### config.mk
export PLATFORM = sky130hd
export DESIGN_NAME = uart_rx_fsm
export DESIGN_NICKNAME = d
export VERILOG_FILES = /design/src/rtl/uart_rx_fsm.sv
export SDC_FILE = /design/constraint.sdc
export NUM_CORES = 1
export LEC_CHECK = 0
export BUFFER_PORTS_ARGS = -buffer_cell sky130_fd_sc_hd__buf_2
export CAP_MARGIN = 20
export CORE_UTILIZATION = 35
export DETAILED_ROUTE_END_ITERATION = 7
export PLACE_DENSITY = 0.63
export SYNTH_ARGS = -nofsm -noshare
export SYNTH_HDL_FRONTEND = slang
export SYNTH_SLANG_ARGS = --single-unit
### constraint.sdc
create_clock -name CLK -period 1.6 [get_ports CLK]
set_input_delay 0.08 -clock CLK [delete_from_list [all_inputs] [get_ports CLK]]
set_output_delay 0.08 -clock CLK [all_outputs]
set_load 0.01 [all_outputs]
### src/rtl/uart_rx_fsm.sv
// UART receive sequencer: finds the start edge, runs the edge/bit counter and
// strobes the sampler, deserializer and start/parity/stop checkers once per bit.
module uart_rx_fsm #(
  parameter int DATA_WIDTH        = 8,
  parameter int BIT_COUNTER_WIDTH = 4
) (
  input  logic                         CLK,
  input  logic                         RST,
  input  logic                         RX_IN,
  input  logic                         PAR_EN,
  input  logic [4:0]                   Prescale,
  input  logic [BIT_COUNTER_WIDTH-1:0] bit_cnt,
  input  logic [4:0]                   edge_cnt,
  input  logic                         strt_glitch,
  input  logic                         par_err,
  input  logic                         stp_err,
  output logic                         edge_cnt_en,
  output logic                         start_trans,
  output logic                         dat_samp_en,
  output logic                         deser_en,
  output logic                         strt_chk_en,
  output logic                         par_chk_en,
  output logic                         stp_chk_en,
  output logic                         data_valid,
  output logic                         par_error,
  output logic                         stop_error,
  output logic                         busy
);

  typedef enum logic [2:0] {IDLE, START, DATA, PARITY, STOP, DONE} state_t;

  localparam logic [BIT_COUNTER_WIDTH-1:0] FIRST_DATA_BIT = BIT_COUNTER_WIDTH'(1);
  localparam logic [BIT_COUNTER_WIDTH-1:0] PARITY_BIT     = BIT_COUNTER_WIDTH'(DATA_WIDTH + 1);
  localparam logic [BIT_COUNTER_WIDTH-1:0] STOP_AFTER_PAR = BIT_COUNTER_WIDTH'(DATA_WIDTH + 2);

  state_t     state, state_nx;
  logic       par_en_r;
  logic [4:0] chk_edge;
  logic       chk;

  // One edge past the 3-sample majority window centred on mid-bit.
  assign chk_edge = (Prescale >> 1) + 5'd2;
  assign chk      = (edge_cnt == chk_edge);

  always_ff @(posedge CLK or negedge RST) begin
    if (!RST) state <= IDLE;
    else      state <= state_nx;
  end

  // Flags live from one start detection to the next so software can read them after DONE.
  always_ff @(posedge CLK or negedge RST) begin
    if (!RST) begin
      par_en_r   <= 1'b0;
      par_error  <= 1'b0;
      stop_error <= 1'b0;
    end else begin
      if (state == IDLE && !RX_IN) begin
        par_en_r   <= PAR_EN;
        par_error  <= 1'b0;
        stop_error <= 1'b0;
      end
      if (par_chk_en) par_error  <= par_err;
      if (stp_chk_en) stop_error <= stp_err;
    end
  end

  always_comb begin
    state_nx    = state;
    edge_cnt_en = 1'b0;
    start_trans = 1'b0;
    deser_en    = 1'b0;
    strt_chk_en = 1'b0;
    par_chk_en  = 1'b0;
    stp_chk_en  = 1'b0;
    data_valid  = 1'b0;
    case (state)
      IDLE: begin
        if (!RX_IN) state_nx = START;
      end
      START: begin
        edge_cnt_en = 1'b1;
        start_trans = 1'b1;
        strt_chk_en = chk;
        if (chk && strt_glitch)          state_nx = IDLE;
        else if (bit_cnt == FIRST_DATA_BIT) state_nx = DATA;
      end
      DATA: begin
        edge_cnt_en = 1'b1;
        deser_en    = chk;
        if (bit_cnt == PARITY_BIT) state_nx = par_en_r ? PARITY : STOP;
      end
      PARITY: begin
        edge_cnt_en = 1'b1;
        par_chk_en  = chk;
        if (bit_cnt == STOP_AFTER_PAR) state_nx = STOP;
      end
      STOP: begin
        // Leave at the stop check rather than the end of the bit so a
        // back-to-back start edge is not missed.
        edge_cnt_en = 1'b1;
        stp_chk_en  = chk;
        if (chk) state_nx = DONE;
      end
      DONE: begin
        data_valid = !par_error && !stop_error;
        state_nx   = IDLE;
      end
      default: state_nx = IDLE;
    endcase
  end

  assign dat_samp_en = edge_cnt_en;
  assign busy        = (state != IDLE);

endmodule

==> results_dict.tcl, run 1 <==
set metrics [dict create \
    final_max_slew_viol_count 0 \
    cts_buffers 3 \
    use_met2 0.249 \
    crit_type "flop to flop" \
    r2r_slack_ps 80 \
    drt_wl_total_um 1450 \
    worstHoldStart "PAR_EN" \
    rr_endpoint "state[1]" \
    yosysUniqueCellTypes 35 \
    busiest_layer "met1" \
    critPathSlowestCell "dfrtp_1" \
    setup_tns_ps 0 \
    crit_path_start_kind "flop" \
    fillers 143 \
    portBuffers 30 \
    ys_ff_latch 6 \
    dieArea_sq_um 1780 \
    rows 14 \
    cp_max_fo 9 \
    clock_path_buffers 2 \
    regToRegStartpoint "state[1]" \
    finClkSkew_ps 2.90 \
    synth_edf_count 0 \
    ys_seq_area_frac 0.265 \
    leakagePower_nw 0.392 \
    grt_use_met3 0.0560 \
    gp_congestion 0.858 \
    wl_per_cell_um 12.0 \
    cts_tree "built" \
    ant_nets 0 \
    whs_ps 63.0 \
    fp.coreArea_sq_um 1510 \
    htreeDepth 1 \
    fmax_ghz 0.657 \
    fin_nets 129 \
    vias_per_cell 5.29 \
    overflow 0 \
    whs_path_depth 2 \
    layout_common_cells "buf_2, nor2_1, dfrtp_1, buf_4, nand2_1" \
    synth_top_area_share 0.265 \
    synth_area_sq_um 566 \
    rsz0062_at_grt "no" \
    avgSynthCellArea_sq_um 8.32 \
    place_inst 116 \
    syn_nets 90 \
    grt_max_degree 10 \
    maxSlewHeadroom 0.753 \
    cp_cell_sequence "nand2_2 -> nor3_1 -> a21o_1 -> a211o_1 -> o31ai_1" \
    max_cap_viol_count 0 \
    die_h_um 42.2 \
    grt_pass1_vias 542 \
    status "finished, final reports clean" \
    netlist_instances 68 \
    drt-initial-drc-count 15 \
    clk_pin_slew_ps 50 \
    critPathMaxStageDelay_ps 470 \
    finalSetupViolations 0 \
    dpl.hpwl_um 1120 \
    clk_latency_ps 250 \
    hold_class "input pin to flop" \
    tightest_slew_ps 369 \
    cts.sinks 6 \
    ys.flop_type "dfrtp_1" \
    p_total_mw 1.14 \
    finalHoldViolations 0 \
    die_w_um 42.2 \
    final_common_cell "buf_2" \
    final_core_util 0.552 \
    drive_above_1_share 0.448 \
    ir_drop_uv 750 \
    yosysTopAreaCell "dfrtp_1" \
    async_flop_share 1.00 \
    whs_endpoint "par_en_r" \
    drt_pass1_iterations 4 \
    track_usage 0.171 \
    synth_area_leaders "dfrtp_1, o2111ai_4, xnor2_1" \
    post-route-period-util 0.952 \
    arrival_ps 1660 \
    diodes 0 \
    area_growth_pct 47.1 \
    ios 32 \
    power_density_nw_per_um2 1370 \
    worstPathRequired_ps 1740 \
    end_kind "flop" \
    initial_core_util 0.375 \
    drc 0 \
    grt_pass1_wl_um 2400 \
    min_period_ps 1520 \
    yosysWarnings 0 \
    reg2reg_depth 5 \
    final_cells 121 \
    root_buffer "clkbuf_4" \
    gr-usage-met1 0.254 \
    route.vias.total 640 \
    antenna_found_initial 0 \
]
## critical path: cells and delay by family (launching register included)
family	cells	cell delay, ps
flip-flops	1	470
AO/OA/AOI/OAI	3	720
AND/OR/NAND/NOR	2	220
## report_power, final
part	internal, mW	switching, mW
sequential	0.214	0.0897
clock	0.0851	0.0577
combinational	0.330	0.361
## kinds of logic (layout without fill, tap and decap cells)
family	after synthesis	in the layout	share of synthesized area
AOI/OAI and AO/OA	15	15	0.226
adders and majority gates	1	1	0.0221
buffers and inverters	7	44	0.0531
muxes	2	2	0.0376
xor gates and xnor gates	5	5	0.0774
DFF	6	6	0.265
and+or+nand+nor	32	32	0.319
## Yosys cell counts (2+ instances only)
library cell and number:
dfrtp_1 6, nand2_1 6, nor2_1 6, nor3_1 4
clkbuf_1 3, inv_1 3, nand2b_1 3, nand3_1 3
xnor2_1 3, a21oi_1 2, nor2b_1 2, o211ai_1 2
o21ai_0 2, xor2_1 2
## sequential cells by signal (all words and copies together), names as in the netlist
| signal | count |
|---|---|
| state | 3 |
| par_error | 1 |
| stop_error | 1 |
| par_en_r | 1 |
## final cells by class
type,count,area (sq um),area share
timing repair buffer,38,216,0.260
multi-input combinational,55,412,0.495
clock buffer,3,22.5,0.0271
tap,16,20.0,0.0241
inverter,3,11.3,0.0135
sequential,6,150,0.180
## per-stage QoR
stage          instance area, sq um  setup slack (ps)
3_5_place_dp                    767              -104
5_1_grt                         832              4.03
6_report                        832              77.4
3_3_place_gp                    767             -76.2
4_1_cts                         817              3.73
2_1_floorplan                   571              7.27
## what timing repair did
item,4_1_cts,5_1_grt
hold buffers,1,0
endpoints found under the hold margin,6,0
buffers inserted,1,0
pin swaps,2,3
gates resized for setup,2,3
endpoints found under the setup margin,1,3
## routing by layer
layer  wire length [um]  vias to the layer above
li1                   -                      320
met5                  0                        -
met2                660                       26
met4                  0                        0
met1                677                      294
met3                109                        0
## worst max-delay path by stage
stage | startpoint | endpoint | slack (ps) | cells past startpoint
after detailed placement | Prescale[2] | state[0] | -100 | 7
after CTS | Prescale[2] | par_chk_en | 4 | 8
after global placement | Prescale[2] | state[0] | -80 | 7
final | state[1] | state[1] | 80 | 5
after floorplan | Prescale[2] | state[0] | 7 | 6
after global routing | Prescale[2] | par_chk_en | 4 | 8
No activity file was read; power rests on OpenSTA's default activity.
==> run 2: changes to the inputs <==
- BUFFER_PORTS_ARGS: -buffer_cell sky130_fd_sc_hd__buf_2 -> not set
- DONT_BUFFER_PORTS: not set -> 1
- PLACE_DENSITY: 0.63 -> 0.46
==> run 2 against run 1 <==
Critical path depth grew 2. Non-clock buffer count is 26 lower. Global-route usage decreased by 1.4 points. Routed wire length decreased by 10%. Register-to-register slack better by 50 ps. Die area stayed put. Critical endpoint is now par_chk_en. Largest power group unchanged.
==> results_dict.tcl, run 2 (same netlist as run 1, synthesis figures left out) <==
set metrics [dict create \
    worstHoldStart "stp_err" \
    cts_tree "built" \
    final_cells 95 \
    ir_drop_uv 866 \
    wl_per_cell_um 13.7 \
    vias_per_cell 5.60 \
    cts.sinks 6 \
    post-place-ws_ps 18.9 \
    maxSlewHeadroom 0.683 \
    rsz0062_at_grt "no" \
    fp.coreArea_sq_um 1510 \
    rows 14 \
    p_sw_uw 468 \
    clkPwrFrac 0.139 \
    largest_reg_flops 3 \
    crit_type "input pin to output port" \
    whs_ps 26.5 \
    finalHoldViolations 0 \
    die_h_um 42.2 \
    gp_congestion 0.762 \
    overflow 0 \
    route.vias.total 532 \
    layout_common_cells "buf_4, nor2_1, nand2_1, dfrtp_1" \
    p_seq_frac 0.289 \
    root_buffer "clkbuf_4" \
    final_common_cell "buf_4" \
    final_core_util 0.463 \
    track_usage 0.157 \
    worstPathRequired_ps 1520 \
    hold_class "input pin to flop" \
    multi_input_area_sq_um 397 \
    critPathSlowestCell "and4b_1" \
    pwr-share-comb 0.572 \
    drt_wl_total_um 1300 \
    layout.area.seq_sq_um 150 \
    max_cap_viol_count 0 \
    clk_pin_slew_ps 50 \
    area_growth_pct 23.5 \
    drive_above_1_share 0.215 \
    cp-startpoint "Prescale[2]" \
    diodes 0 \
    drc 0 \
    finClkSkew_ps 0.663 \
    clk_latency_ps 240 \
    portBuffers 0 \
    ios 32 \
    crit_path_start_kind "input pin" \
    cp_cell_sequence "ha_1 -> xor2_1 -> and4b_1 -> o2111ai_4 -> buf_4 -> nor3_2 -> buf_4" \
    finalSetupViolations 0 \
    drt_pass1_iterations 4 \
    dpl.hpwl_um 1020 \
    internal_power_uw 590 \
    status "finished, final reports clean" \
    end_kind "output port" \
    critPathMaxStageDelay_ps 270 \
    dieArea_sq_um 1780 \
    initial_core_util 0.375 \
    htreeDepth 1 \
    grt_max_degree 10 \
    tightest_slew_ps 472 \
    drt-initial-drc-count 4 \
    fin_area_sq_um 698 \
    min_period_ps 1480 \
    final_max_slew_viol_count 0 \
    arrival_ps 1400 \
    die_w_um 42.2 \
    cp_max_fo 8 \
    crit_top_cell "buf_4" \
    antenna_found_initial 0 \
    ant_nets 0 \
    largest_register "state" \
    place_inst 89 \
    post-route-period-util 0.923 \
    p_total_mw 1.06 \
    grt_pass1_wl_um 2150 \
    cts_buffers 3 \
    grt_pass1_vias 509 \
    placed_area_sq_um 639 \
    switching_share 0.442 \
    setup_tns_ps 0 \
    leakagePower_nw 0.279 \
    regToRegStartpoint "state[1]" \
    setup_slack_ps 122 \
    fillers 159 \
    fin_nets 103 \
    clock_path_buffers 2 \
    power_density_nw_per_um2 1510 \
    fmax_ghz 0.677 \
]
run 2: cell types whose count changed in the layout (fill, tap and decap cells not counted), sizes merged:
cell,delta
dlygate4sd3,+2
buf,-28
run 2: final timing paths:
path | end | slack [ps] | cells past startpoint
setup reg to reg | state[1] | 130 | 5
max in group asynchronous | par_en_r | 1200 | 1
hold / removal | stop_error | 30 | 2
hold reg to reg | par_en_r | 540 | 1
setup / recovery | par_chk_en | 120 | 7
min in group asynchronous | state[2] | 160 | 1
run 2: layout make-up:
type,count,area share
multi-input combinational,55,0.568
sequential,6,0.215
timing repair buffer,12,0.140
clock buffer,3,0.0323
tap,16,0.0287
inverter,3,0.0161
run 2: worst max-delay path, delay by kind of cell:
kind                     cells  cell delay, ps
AND/OR/NAND/NOR              2             480
adder cells (fa/ha/maj)      1             180
buffers and inverters        2             350
XOR/XNOR                     1             190
AO/OA/AOI/OAI                1             120
run 2: power groups by stage:
stage | sequential (mW) | clock [mW] | combinational (mW)
after CTS | 0.300 | 0.156 | 0.606
after global routing | 0.321 | 0.159 | 0.676
after floorplan | 0.255 | 0 | 0.502
final | 0.305 | 0.147 | 0.605
after detailed placement | 0.302 | 0 | 0.594
after global placement | 0.306 | 0 | 0.602
run 2: timing repair:
item,CTS,global route
hold buffers,3,0
resized for setup,0,1
endpoints found under the hold margin,8,0
buffers inserted,0,0
endpoints found under the setup margin,0,1
run 2: layer usage:
layer | track usage | part of all wire | wire length [um]
met3 | 0.0388 | 0.058 | 75
met1 | 0.232 | 0.49 | 640
met2 | 0.212 | 0.45 | 587
met4 | 0.0750 | 0 | 0
met5 | 0 | 0 | 0
